**src/rtl/stopwatch_pkg.sv**
```systemverilog
// stopwatch_pkg
//   Shared definitions for the MM:SS stopwatch core:
//     - state_t      : 2-bit mode encoding (RUN / PAUSED / ADJUST)
//     - DIGIT_W      : width of one BCD digit
//     - DEFAULT_MAX_*: default terminal minute/second values
//     - to_bcd()     : converts a 0..99 integer into a two-digit BCD byte
package stopwatch_pkg;

    typedef enum logic [1:0] {
        ST_RUN    = 2'd0,
        ST_PAUSED = 2'd1,
        ST_ADJUST = 2'd2
    } state_t;

    localparam int DIGIT_W         = 4;
    localparam int DEFAULT_MAX_MIN = 59;
    localparam int DEFAULT_MAX_SEC = 59;

    // Two-digit BCD encoding of an integer in 0..99 ({tens, ones}).
    function automatic logic [2*DIGIT_W-1:0] to_bcd(input int v);
        logic [DIGIT_W-1:0] tens;
        logic [DIGIT_W-1:0] ones;
        tens = DIGIT_W'(v / 10);
        ones = DIGIT_W'(v % 10);
        return {tens, ones};
    endfunction

endpackage

```
**src/rtl/stopwatch_core_bcd.sv**
```systemverilog
// bcd_mod_counter
//   Two-digit BCD counter that wraps from max_i back to 00.
//   Ports:
//     clk, rst_n   : clock, asynchronous active-low reset
//     inc_i        : advance by one (ignored when clr_i is high)
//     clr_i        : synchronous clear to 00, highest priority
//     max_i        : terminal value as two BCD digits {tens, ones}
//     tens_o/ones_o: current BCD digits
//     at_max_o     : registered flag, high while the value equals max_i
module bcd_mod_counter
    import stopwatch_pkg::*;
(
    input  logic                 clk,
    input  logic                 rst_n,
    input  logic                 inc_i,
    input  logic                 clr_i,
    input  logic [2*DIGIT_W-1:0] max_i,
    output logic [DIGIT_W-1:0]   tens_o,
    output logic [DIGIT_W-1:0]   ones_o,
    output logic                 at_max_o
);

    logic [DIGIT_W-1:0] tens_q, tens_d;
    logic [DIGIT_W-1:0] ones_q, ones_d;
    logic               at_max_q, at_max_d;

    always_comb begin
        tens_d = tens_q;
        ones_d = ones_q;
        if (clr_i) begin
            tens_d = '0;
            ones_d = '0;
        end else if (inc_i) begin
            if (at_max_q) begin
                tens_d = '0;
                ones_d = '0;
            end else if (ones_q == DIGIT_W'(9)) begin
                ones_d = '0;
                tens_d = tens_q + DIGIT_W'(1);
            end else begin
                ones_d = ones_q + DIGIT_W'(1);
            end
        end
        // Track the terminal value alongside the digits so the wrap and the
        // minute carry decisions come straight from a flop.
        at_max_d = ({tens_d, ones_d} == max_i);
    end

    always_ff @(posedge clk or negedge rst_n) begin
        if (!rst_n) begin
            tens_q   <= '0;
            ones_q   <= '0;
            at_max_q <= 1'b0;
        end else begin
            tens_q   <= tens_d;
            ones_q   <= ones_d;
            at_max_q <= at_max_d;
        end
    end

    assign tens_o   = tens_q;
    assign ones_o   = ones_q;
    assign at_max_o = at_max_q;

endmodule

```
**src/rtl/stopwatch_core.sv**
```systemverilog
// stopwatch_core
//   MM:SS stopwatch driven by divider enable pulses and debounced buttons.
//   Modes: RUN (counts on tick_1hz), PAUSED (holds), ADJUST (tick_2hz bumps
//   the field picked by sel, tick_4hz blinks it).
//   Build option: define STOPWATCH_SATURATE_EN to make RUN hold at
//   MAX_MIN:MAX_SEC instead of wrapping to 00:00.
//   Ports:
//     clk_100mhz, rst_n              : clock, asynchronous active-low reset
//     tick_1hz/tick_2hz/tick_4hz     : single-cycle rate enables
//     pause_pulse, clear_pulse       : single-cycle button pulses
//     adj, sel                       : adjust-mode level, field select (1=sec)
//     min_tens..sec_ones             : BCD digits (registered)
//     running                        : high while in RUN
//     blank_min, blank_sec           : blink blanking for the display
module stopwatch_core
    import stopwatch_pkg::*;
#(
    parameter int MAX_MIN = DEFAULT_MAX_MIN,
    parameter int MAX_SEC = DEFAULT_MAX_SEC
) (
    input  logic               clk_100mhz,
    input  logic               rst_n,
    input  logic               tick_1hz,
    input  logic               tick_2hz,
    input  logic               tick_4hz,
    input  logic               pause_pulse,
    input  logic               clear_pulse,
    input  logic               adj,
    input  logic               sel,
    output logic [DIGIT_W-1:0] min_tens,
    output logic [DIGIT_W-1:0] min_ones,
    output logic [DIGIT_W-1:0] sec_tens,
    output logic [DIGIT_W-1:0] sec_ones,
    output logic               running,
    output logic               blank_min,
    output logic               blank_sec
);

    localparam logic [2*DIGIT_W-1:0] MAX_MIN_BCD = to_bcd(MAX_MIN);
    localparam logic [2*DIGIT_W-1:0] MAX_SEC_BCD = to_bcd(MAX_SEC);

    state_t state_q, state_d;
    logic   paused_flag_q, paused_flag_d;
    logic   phase_q, phase_d;
    logic   blank_min_q, blank_min_d;
    logic   blank_sec_q, blank_sec_d;

    logic   in_run, in_adj;
    logic   run_step;
    logic   sec_inc, min_inc;
    logic   sec_at_max, min_at_max;

    // Every decision is taken from the registered state, so a pause press
    // coinciding with a tick still lets that tick count.
    assign in_run = (state_q == ST_RUN);
    assign in_adj = (state_q == ST_ADJUST);

    always_comb begin
        paused_flag_d = paused_flag_q ^ (pause_pulse & ~in_adj);

        state_d = paused_flag_d ? ST_PAUSED : ST_RUN;
        if (adj) begin
            state_d = ST_ADJUST;
        end

        // Phase only advances while already in ADJUST and restarts at 0 on
        // every entry.
        phase_d = 1'b0;
        if (state_d == ST_ADJUST) begin
            phase_d = phase_q ^ (tick_4hz & in_adj);
        end

        // Blanks are registered together with the state so they drop on the
        // very edge that leaves ADJUST.
        blank_min_d = (state_d == ST_ADJUST) & ~sel & phase_d;
        blank_sec_d = (state_d == ST_ADJUST) &  sel & phase_d;
    end

`ifdef STOPWATCH_SATURATE_EN
    assign run_step = in_run & tick_1hz & ~(min_at_max & sec_at_max);
`else
    assign run_step = in_run & tick_1hz;
`endif

    // Clear wins over any increment in the same cycle. In ADJUST the fields
    // are independent: no carry from seconds into minutes.
    assign sec_inc = ~clear_pulse & (run_step | (in_adj & tick_2hz & sel));
    assign min_inc = ~clear_pulse & ((run_step & sec_at_max) |
                                     (in_adj & tick_2hz & ~sel));

    bcd_mod_counter u_sec (
        .clk      (clk_100mhz),
        .rst_n    (rst_n),
        .inc_i    (sec_inc),
        .clr_i    (clear_pulse),
        .max_i    (MAX_SEC_BCD),
        .tens_o   (sec_tens),
        .ones_o   (sec_ones),
        .at_max_o (sec_at_max)
    );

    bcd_mod_counter u_min (
        .clk      (clk_100mhz),
        .rst_n    (rst_n),
        .inc_i    (min_inc),
        .clr_i    (clear_pulse),
        .max_i    (MAX_MIN_BCD),
        .tens_o   (min_tens),
        .ones_o   (min_ones),
        .at_max_o (min_at_max)
    );

    always_ff @(posedge clk_100mhz or negedge rst_n) begin
        if (!rst_n) begin
            state_q       <= ST_PAUSED;
            paused_flag_q <= 1'b1;
            phase_q       <= 1'b0;
            blank_min_q   <= 1'b0;
            blank_sec_q   <= 1'b0;
        end else begin
            state_q       <= state_d;
            paused_flag_q <= paused_flag_d;
            phase_q       <= phase_d;
            blank_min_q   <= blank_min_d;
            blank_sec_q   <= blank_sec_d;
        end
    end

    assign running   = in_run;
    assign blank_min = blank_min_q;
    assign blank_sec = blank_sec_q;

endmodule

```
**config.mk**
```make
export PLATFORM = sky130hd
export DESIGN_NAME = stopwatch_core
export DESIGN_NICKNAME = d
export VERILOG_FILES = /design/src/rtl/stopwatch_pkg.sv /design/src/rtl/stopwatch_core_bcd.sv /design/src/rtl/stopwatch_core.sv
export SDC_FILE = /design/constraint.sdc
export NUM_CORES = 1
export LEC_CHECK = 0
export ABC_AREA = 1
export BUFFER_PORTS_ARGS = -buffer_cell sky130_fd_sc_hd__buf_4
export CAP_MARGIN = 20
export CORE_AREA = 5 5 46 77
export CTS_CLUSTER_DIAMETER = 150
export DETAILED_ROUTE_END_ITERATION = 7
export DIE_AREA = 0 0 51 82
export GPL_TIMING_DRIVEN = 1
export PLACE_DENSITY = 0.74
export SETUP_SLACK_MARGIN = 0.1
export SLEW_MARGIN = 0
export SYNTH_ARGS = -nofsm -noshare
export SYNTH_HDL_FRONTEND = slang
export SYNTH_SLANG_ARGS = --single-unit
```
**constraint.sdc**
```tcl
create_clock -name clk_100mhz -period 1.6 [get_ports clk_100mhz]
set_input_delay 0.16 -clock clk_100mhz [delete_from_list [all_inputs] [get_ports clk_100mhz]]
set_output_delay 0.16 -clock clk_100mhz [all_outputs]
set_load 0.1 [all_outputs]
```
# Word-level counts from Yosys, hierarchy flattened
# Index checks and enable logic that the tools add are counted.
totals:
  input_bits: 9
  elab_cells: 61
  output_inout_bits: 19
  reg_bits: 24
op_classes:
  eq_ne: 6
  n_addsub: 4
  mux: 19
  reduce_logical: 1
  bitwise_logic: 20
op_table:
  columns: ["operator", "n"]
  rows:
  - ["$mux 4", 16]
  - ["$add 4x1->4 const B", 4]
  - ["$eq 8x7->1 const B", 2]
  - ["$and 1x1->1", 13]
  - ["$eq 4x4->1 const B", 2]
  - ["$eq 2x2->1 const B", 2]
  - ["$not 1->1", 3]
  - ["$logic_not 2->1", 1]
  - ["$mux 1", 2]
  - ["$mux 2", 1]
  - ["$or 1x1->1", 2]
  - ["$xor 1x1->1", 2]

# Logic depth before layout (Yosys ltp)
# Gate-level depths: netlist of run 1.
depth:
  depth_word: 9
  depth_mapped: 12

# Modules after synthesis
# Synthesis of run 1 repeated with hierarchy kept, for this count alone.
hier_totals:
  cells_unflattened: 257
  area_unflattened_um2: 1790.5
modules_own_cells:
  columns: ["module", "seq_area_each_um2", "n_inst", "area_per_inst_um2", "cells_per_inst"]
  rows:
  - ["bcd_mod_counter", 225.2, 2, 757.0, 112]
  - ["stopwatch_core", 152.6, 1, 276.5, 33]

# Worst setup path before layout of run 1
# OpenSTA, ideal clock, no wires.
synth_path:
  kind: "reg2reg"
  startpoint: "reg state_q[1]"
  endpoint: "reg u_sec.at_max_q, in the netlist u_sec.at_max_o"
  required_time_ps: 1485
  setup_ps: 115
  arrival_ps: 2063
  path_stages_with_launch: 13
  path_slack_ps: -579
  path_cell_list: "dfrtp_1 nor2_2 nand2_2 nand2_4 nand2_2 inv_2 nand2_1 nand2_1 nand2_1 nand2_1 inv_1 nand2_1 nor2_1"
synth_via:
  elab_cells_between_ends: 12
  cone_classes: "2 x eq/ne; 4 x mux; 5 x bitwise; 1 x reduce/logical"
synth_lines:
  columns: ["element", "line", "rtl"]
  rows:
  - ["from (decl)", "stopwatch_core.sv:42", "state_t state_q, state_d;"]
  - ["from (signal assigned)", "stopwatch_core.sv:121", "state_q <= state_d;"]
  - ["$logic_not 2->1 *", "stopwatch_core.sv:55", "assign in_run = (state_q == ST_RUN);"]
  - ["net running", "stopwatch_core.sv:34", "output logic running,"]
  - ["$and 1x1->1 *", "stopwatch_core.sv:82", "assign run_step = in_run & tick_1hz;"]
  - ["$or 1x1->1 *", "stopwatch_core.sv:87", "assign sec_inc = ~clear_pulse & (run_step | (in_adj & tick_2hz & sel));"]
  - ["$and 1x1->1 *", "stopwatch_core.sv:87", null]
  - ["$mux 4", "stopwatch_core_bcd.sv:33", "end else if (inc_i) begin"]
  - ["$mux 4", "stopwatch_core_bcd.sv:30", "if (clr_i) begin"]
  - ["$eq 8x7->1 *", "stopwatch_core_bcd.sv:46", "at_max_d = ({tens_d, ones_d} == max_i);"]
  - ["net u_sec.at_max_d", "stopwatch_core_bcd.sv:25", "logic at_max_q, at_max_d;"]
  - ["to (signal assigned)", "stopwatch_core_bcd.sv:57", "at_max_q <= at_max_d;"]
  - ["to (decl)", "stopwatch_core_bcd.sv:25", null]
# The timed path passes the listed nets; every way through them passes the cells marked *.

# Worst setup path after layout of run 1
layout_path:
  startpoint: "reg state_q[0]"
  endpoint: "reg u_min.at_max_q, in the netlist u_min.at_max_o"
layout_via:
  elab_chain_len: 8
  elab_cells_between_ends: 13
  cone_classes: "2 x eq/ne; 4 x mux; 6 x bitwise; 1 x reduce/logical"
layout_rtl:
  columns: ["element", "line", "rtl"]
  rows:
  - ["$eq 2x2->1 or $logic_not 2->1 (tied branches)", "stopwatch_core.sv:56, stopwatch_core.sv:55", null]
  - ["$and 1x1->1 (on tied branches)", "stopwatch_core.sv:89, stopwatch_core.sv:82", null]
  - ["$and 1x1->1 (on tied branches)", "stopwatch_core.sv:89, stopwatch_core.sv:88", null]
  - ["$or 1x1->1 *", "stopwatch_core.sv:88", "assign min_inc = ~clear_pulse & ((run_step & sec_at_max) |"]
  - ["$and 1x1->1 *", "stopwatch_core.sv:88", null]
  - ["$mux 4", "stopwatch_core_bcd.sv:33", null]
  - ["$mux 4", "stopwatch_core_bcd.sv:30", null]
  - ["$eq 8x7->1 *", "stopwatch_core_bcd.sv:46", null]
  - ["net u_min.at_max_d", "stopwatch_core_bcd.sv:25", null]
  - ["to (signal assigned)", "stopwatch_core_bcd.sv:57", null]
  - ["to (decl)", "stopwatch_core_bcd.sv:25", null]
# Marked as above.

==> impl_metrics.ini, run 1 <==
[global_routing]
grt_start_max_net_pins = 25
antenna_found_initial = 0
grt_pass1_vias = 1504
grt_use_total = 0.201
overflow = 0
grt_pass1_wl_um = 6270

[pwr]
p_leak_nw = 1.14
power.share.clock = 0.276
power_w = 0.00195
p_sw_w = 0.000705
power.density_nw_per_um2 = 904
power_switching_share = 0.362
p_comb_frac = 0.353
ir_drop_mv = 0.885
internal_power_w = 0.00124
power.share.sequential = 0.371

[route]
vias_per_cell = 5.30
vias = 1504
routedWlPerCell_um = 14.2
drc = 0
drtIter0Drc = 40
ant_nets = 0
dr.pass1.iters = 4
routed_wl_um = 4040

[timing]
fin_worst_skew_ps = 2.55
slew_headroom = 0.792
hold_viol = 0
tns_ps = 0
setup_viol = 0
worst-slew-pin-transition_ps = 311
slew_violations = 0
period_minus_slack_ps = 1570
setup_ws_ps = 29.1
rsz0062_at_grt = yes
final.period_utilization = 0.982
hold_slack_ps = 9.79
timing.fmax_mhz = 637

[final_layout]
seq_area_um2 = 627
drive_gt1_frac = 0.449
diodes = 0
num-fill-cells = 217
multi_input_area_um2 = 860
nets = 272
final_cells = 284
syn_to_final_growth_pct = 49.6

[critical_path]
cp.depth = 11
rr_startpoint = state_q[0]
crit_path_top_delay_cell = dfstp_2
cp_top_family = simple AND/OR/NAND/NOR gates
cp-start-kind = flip-flop
cp-end-kind = flip-flop
endpoint = u_min.at_max_o
r2r_cells = 11
crit_required_ps = 1810
crit_path_max_incr_delay_ps = 570
cpMostUsedCell = nand2_1
crit_arrival_ps = 1780
cp_max_fo = 7
crit_buf_inv = 3
path_class = flip-flop to flip-flop
reg2reg_slack_ps = 30
worstReg2RegEnd = u_min.at_max_o
critPathLaunch = state_q[0]
cp_cell_sequence = inv_2 -> nand4_1 -> nand2_4 -> buf_6 -> nand3_1 -> nand2_1 -> nand2_2 -> nand2_1 -> inv_1 -> nand2_1 -> nor2_1

[cts]
ctsHtreeMaxLevel = 1
insertion_delay_ps = 270
tritoncts = yes
path_clk_slew_ps = 80
cts.sinks = 24
cts.root.buffer_cell = clkbuf_8
cts_inserted_buffers = 3
ctsLongestPathBuffers = 2

[status]
status = finished clean

[die]
fp.coreArea_um2 = 2900
ioPinCount = 28
dieArea_um2 = 4180
die_w_um = 51
rows = 26
start_util = 0.497
die_y_um = 82

[synth]
synth_compound_area_frac = 0.0487
post_synth_num_cell_types = 24
postSynthCellCount = 202
yosysSeqAreaShare = 0.419
synth_xor_area_frac = 0.0122
syn-cell-area_um2 = 1440
syn-num-nets = 217
yosys.area_share.simple = 0.355
synthArstFlopShare = 1.00
synth_top_family_by_area = simple AND/OR/NAND/NOR gates
synth_flop_cell = dfrtp_1
synth_area_per_cell_um2 = 7.12
yosysWarningCount = 0
muxShareOfSynthArea = 0
synth_seq_cells = 24
synth_fa_ha_area_frac = 0.0522
synth_edf_count = 0

[placement]
dp_slack_ps = -67.3
dp_hpwl_um = 2600
gp_congestion = 0.876
io_buffers = 27
placed_cells = 266

[min_path]
min-delay-path-class = input port to flip-flop

[job]
maxCapViolCount = 0
-- synthesized netlist by cell type, types with 2 or more instances --
master    instances  area share
nand4_1           4       0.017
nand2_2           3       0.013
nor2_1           27       0.070
nand2_1          54        0.14
nor2_2            3       0.013
o21ai_0           2      0.0070
ha_1              6       0.052
a21oi_1           5       0.017
dfrtp_1          22        0.38
inv_1            38       0.099
a21boi_0          2       0.010
nand3_1          23       0.080
dfstp_2           2       0.037
-- per-stage QoR --
stage          instance area (um2)   util
4_1_cts                       2020  0.699
2_1_floorplan                 1470      -
6_report                      2150  0.743
5_1_grt                       2150  0.743
3_3_place_gp                  1770  0.613
3_5_place_dp                  1770  0.613
-- power by group through the flow --
stage	registers [W]	clock network [W]	logic (W)
4_1_cts	0.000720	0.000551	0.000633
3_5_place_dp	0.000727	0	0.000551
5_1_grt	0.000731	0.000577	0.000730
2_1_floorplan	0.000897	0	0.000226
3_3_place_gp	0.000725	0	0.000548
6_report	0.000723	0.000537	0.000687
-- state kept, by name, indices dropped and copies added, names as in the netlist --
| name | cells |
|---|---|
| u_sec.ones_o | 4 |
| paused_flag_q | 1 |
| blank_sec | 1 |
| phase_q | 1 |
| u_min.at_max_o | 1 |
| u_min.tens_o | 4 |
| u_min.ones_o | 4 |
| u_sec.tens_o | 4 |
| blank_min | 1 |
| u_sec.at_max_o | 1 |
| state_q | 2 |
-- worst min-delay path by stage --
stage / startpoint / slack [ps] / cells past startpoint / endpoint
3_3_place_gp: rst_n / 80 / 1 / u_sec.ones_o[1]
6_report: adj / 10 / 1 / state_q[1]
4_1_cts: adj / 6 / 1 / state_q[1]
2_1_floorplan: rst_n / -140 / 0 / blank_min
3_5_place_dp: rst_n / 80 / 1 / u_sec.ones_o[1]
5_1_grt: adj / 2 / 1 / state_q[1]
-- area by class of cell --
class | count | area share
clock buffer | 3 | 0.0192
clock inverter | 1 | 0.0140
inverter | 39 | 0.0703
multi-input combinational | 138 | 0.399
sequential | 24 | 0.291
tap | 28 | 0.0163
timing repair buffer | 51 | 0.190
-- layout by cell type (no fill, tap or decap), types with 2 or more instances in the layout --
cell	instances
inv_2	4
dfrtp_1	9
a21oi_2	2
nor2_1	20
nand3_1	17
inv_1	33
nand2_1	46
nand2_4	5
a21oi_4	2
nand4_1	4
nor2_2	8
nand3_4	2
dfrtp_4	3
clkbuf_8	3
o21ai_0	2
dfstp_2	2
nor2_4	2
nand2_2	8
buf_6	6
nand3_2	5
dfrtp_2	10
ha_4	2
ha_1	3
inv_4	2
buf_4	44
-- metal layers --
metal	GRT usage	vias to the layer above	routed length, um
met1	0.172	702	1300
met4	0.151	0	243
li1	-	725	-
met3	0.0236	27	134
met5	0	-	0
met2	0.404	50	2370
-- worst register-to-register path, cell delays in order, from the launching register on --
cell	delay (ps)
dfstp_2	570
inv_2	50
nand4_1	160
nand2_4	130
buf_6	130
nand3_1	50
nand2_1	60
nand2_2	100
nand2_1	60
inv_1	50
nand2_1	40
nor2_1	90
-- what timing repair did --
item                                    in CTS  in global routing
endpoints found under the hold margin       22                  0
gates cloned                                 0                  1
hold buffers                                 1                  0
buffers inserted                             8                  4
pin swaps                                   17                 23
gates resized for setup                     30                 25
endpoints found under the setup margin       4                  5
-- cell families (layout without fill, tap and decap cells) --
family | count (synthesis) | after routing
AO/OA/AOI/OAI | 12 | 12
XOR/XNOR | 2 | 2
adder cells (fa/ha/maj) | 6 | 6
buffers and inverters | 41 | 94
flip-flops | 24 | 24
AND/OR/NAND/NOR | 117 | 118
(Power assumes the default switching activity.)
==> run 2, diff against run 1 <==
--- a/config.mk
+++ b/config.mk
@@ -5,15 +5,15 @@
 export SDC_FILE = /design/constraint.sdc
 export NUM_CORES = 1
 export LEC_CHECK = 0
-export ABC_AREA = 1
 export BUFFER_PORTS_ARGS = -buffer_cell sky130_fd_sc_hd__buf_4
 export CAP_MARGIN = 20
-export CORE_AREA = 5 5 46 77
+export CORE_AREA = 5 5 45 77
 export CTS_CLUSTER_DIAMETER = 150
 export DETAILED_ROUTE_END_ITERATION = 7
-export DIE_AREA = 0 0 51 82
+export DIE_AREA = 0 0 50 82
 export GPL_TIMING_DRIVEN = 1
-export PLACE_DENSITY = 0.74
+export HOLD_SLACK_MARGIN = 0.05
+export PLACE_DENSITY = 0.76
 export SETUP_SLACK_MARGIN = 0.1
 export SLEW_MARGIN = 0
 export SYNTH_ARGS = -nofsm -noshare
==> run 2 against run 1 <==
Against the previous run:
- maximum frequency is 23% lower
- highest routed layer unchanged
- critical path type unchanged
- power is essentially flat
- the flow now finishes with violations (setup timing)
- clock-buffer cell count up 1
==> impl_metrics.ini, run 2 <==
[timing]
worst-slew-pin-transition_ps = 385
fin_worst_skew_ps = 4.88
setup_ws_ps = -427
rsz0062_at_grt = yes
tns_ps = -2260
period_minus_slack_ps = 2030
timing.fmax_mhz = 493
final.period_utilization = 1.27
hold_viol = 0
hold_slack_ps = 85.7
slew_headroom = 0.741
slew_violations = 0
setup_viol = 12

[synth]
synth_flop_cell = dfrtp_1
yosys.cell_count.top_type = dfrtp_1
postSynthCellCount = 147
muxShareOfSynthArea = 0.0148
synth_xor_area_frac = 0.0244
synth_top_family_by_area = simple AND/OR/NAND/NOR gates
syn-cell-area_um2 = 1440
synth_fa_ha_area_frac = 0.0523
yosys.area_share.simple = 0.285
syn-num-nets = 162
synth_edf_count = 0
synth_area_per_cell_um2 = 9.77
synth_compound_area_frac = 0.171
netlist_top_cells_area = dfrtp_1 38%, ha_1 5.2%, a21oi_1 4.2%, dfstp_2 3.7%, nand2_1 3.4%
post_synth_num_cell_types = 53
yosys-top-cells-count = 22 x dfrtp_1, 13 x nand2_1, 12 x a21oi_1
synthArstFlopShare = 1.00
synth_area_leader_cell = dfrtp_1
synth_top_area_frac = 0.383
yosysWarningCount = 0
yosysSeqAreaShare = 0.420
synth_seq_cells = 24

[cts]
ctsHtreeMaxLevel = 1
ctsLongestPathBuffers = 2
path_clk_slew_ps = 90
cts_inserted_buffers = 3
insertion_delay_ps = 270
cts.sinks = 24
tritoncts = yes
cts.root.buffer_cell = clkbuf_8

[placement]
placed_cells = 233
dp_hpwl_um = 3410
gp_congestion = 1.06
place_area_um2 = 1970
io_buffers = 27

[pwr]
p_sw_w = 0.000725
internal_power_w = 0.00122
power.share.sequential = 0.370
p_leak_nw = 1.07
p_comb_frac = 0.413
power.share.clock = 0.217
power.density_nw_per_um2 = 813
ir_drop_mv = 0.912
power_switching_share = 0.373

[die]
rows = 26
die_w_um = 50
die_y_um = 82
start_util = 0.513
ioPinCount = 28
fp.coreArea_um2 = 2800
dieArea_um2 = 4100

[min_path]
min-delay-path-class = input port to flip-flop

[route]
drc = 0
routed_wl_um = 5840
vias = 1642
ant_nets = 0
routedWlPerCell_um = 23.3
drtIter0Drc = 70
dr.pass1.iters = 6
vias_per_cell = 6.57

[critical_path]
cp-end-kind = flip-flop
path_class = flip-flop to flip-flop
cp-start-kind = flip-flop
crit_required_ps = 1810
crit_arrival_ps = 2230
cp_max_fo = 4

[status]
status = complete, but fails checks
violations = setup timing

[final_layout]
postLayoutCellArea_um2 = 2390
multi_input_area_um2 = 1030
drive_gt1_frac = 0.649
num-fill-cells = 137
final_common_cell = buf_4
seq_area_um2 = 629
final_cell_mix = 64 x buf_4, 11 x nand2_1, 10 x buf_6
syn_to_final_growth_pct = 66.6
diodes = 0
final_cells = 250
nets = 238

[global_routing]
antenna_found_initial = 0
grt_pass1_wl_um = 8090
overflow = 0
grt_start_max_net_pins = 25
grt_use_total = 0.255
grt_pass1_vias = 1698

[job]
maxCapViolCount = 0
## run 2: what timing repair did
action,CTS,global route
pin swaps,15,24
gates resized for setup,30,36
setup endpoints to repair,19,22
hold endpoints to repair,24,0
buffers inserted,6,11
hold buffers,2,0
## run 2: path summary, 6_finish.rpt
check / cells past startpoint / startpoint / slack [ps] / end
max: 7 / u_min.ones_o[1] / -430 / u_min.at_max_o
min: 2 / sel / 90 / blank_min
max reg2reg: 7 / u_min.ones_o[1] / -430 / u_min.at_max_o
min reg2reg: 2 / phase_q / 610 / phase_q
max in group asynchronous: 2 / rst_n / 980 / paused_flag_q
min in group asynchronous: 2 / rst_n / 330 / phase_q
## run 2: worst max-delay path: stages (launching register included)
cell and delay [ps]:
dfrtp_4 500, inv_4 70, ha_4 130, nand3b_1 190, nand4b_1 250, o2111ai_1 150, a2111oi_2 400, and4b_1 260
## run 2: cells by family (layout without fill, tap and decap cells)
| kind of cell | count (synthesis) | after routing |
|---|---|---|
| flops | 24 | 24 |
| buf+inv | 11 | 86 |
| compound gates | 34 | 34 |
| fa+ha+maj | 6 | 6 |
| mux | 2 | 2 |
| simple gates | 66 | 66 |
| xor+xnor | 4 | 4 |
## run 2: layout make-up
| cell class | count | share of cell area |
|---|---|---|
| inverter | 6 | 0.0125 |
| clock buffer | 4 | 0.0230 |
| tap | 28 | 0.0146 |
| sequential | 24 | 0.263 |
| multi-input combinational | 112 | 0.431 |
| timing repair buffer | 76 | 0.256 |
## run 2: power groups by stage
stage          clock (W)  combinational (W)  sequential, W
3_5_place_dp           0           0.000605       0.000720
2_1_floorplan          0           0.000212       0.000877
5_1_grt         0.000460           0.000839       0.000727
3_3_place_gp           0           0.000588       0.000718
6_report        0.000422           0.000803       0.000721
4_1_cts         0.000419           0.000656       0.000709
## run 2: layer usage
layer | vias up | part of all wire | track usage
li1 | 703 | - | -
met1 | 829 | 0.33 | 0.264
met2 | 84 | 0.58 | 0.472
met3 | 26 | 0.050 | 0.0272
met4 | 0 | 0.043 | 0.157
met5 | - | 0 | 0
## run 2: per-stage QoR
stage / setup slack (ps) / total power (W) / utilization
after floorplan: -480 / 0.00109 / -
final: -427 / 0.00195 / 0.856
after global placement: -320 / 0.00131 / 0.705
after detailed placement: -371 / 0.00133 / 0.705
after global routing: -529 / 0.00203 / 0.856
after CTS: -306 / 0.00178 / 0.793
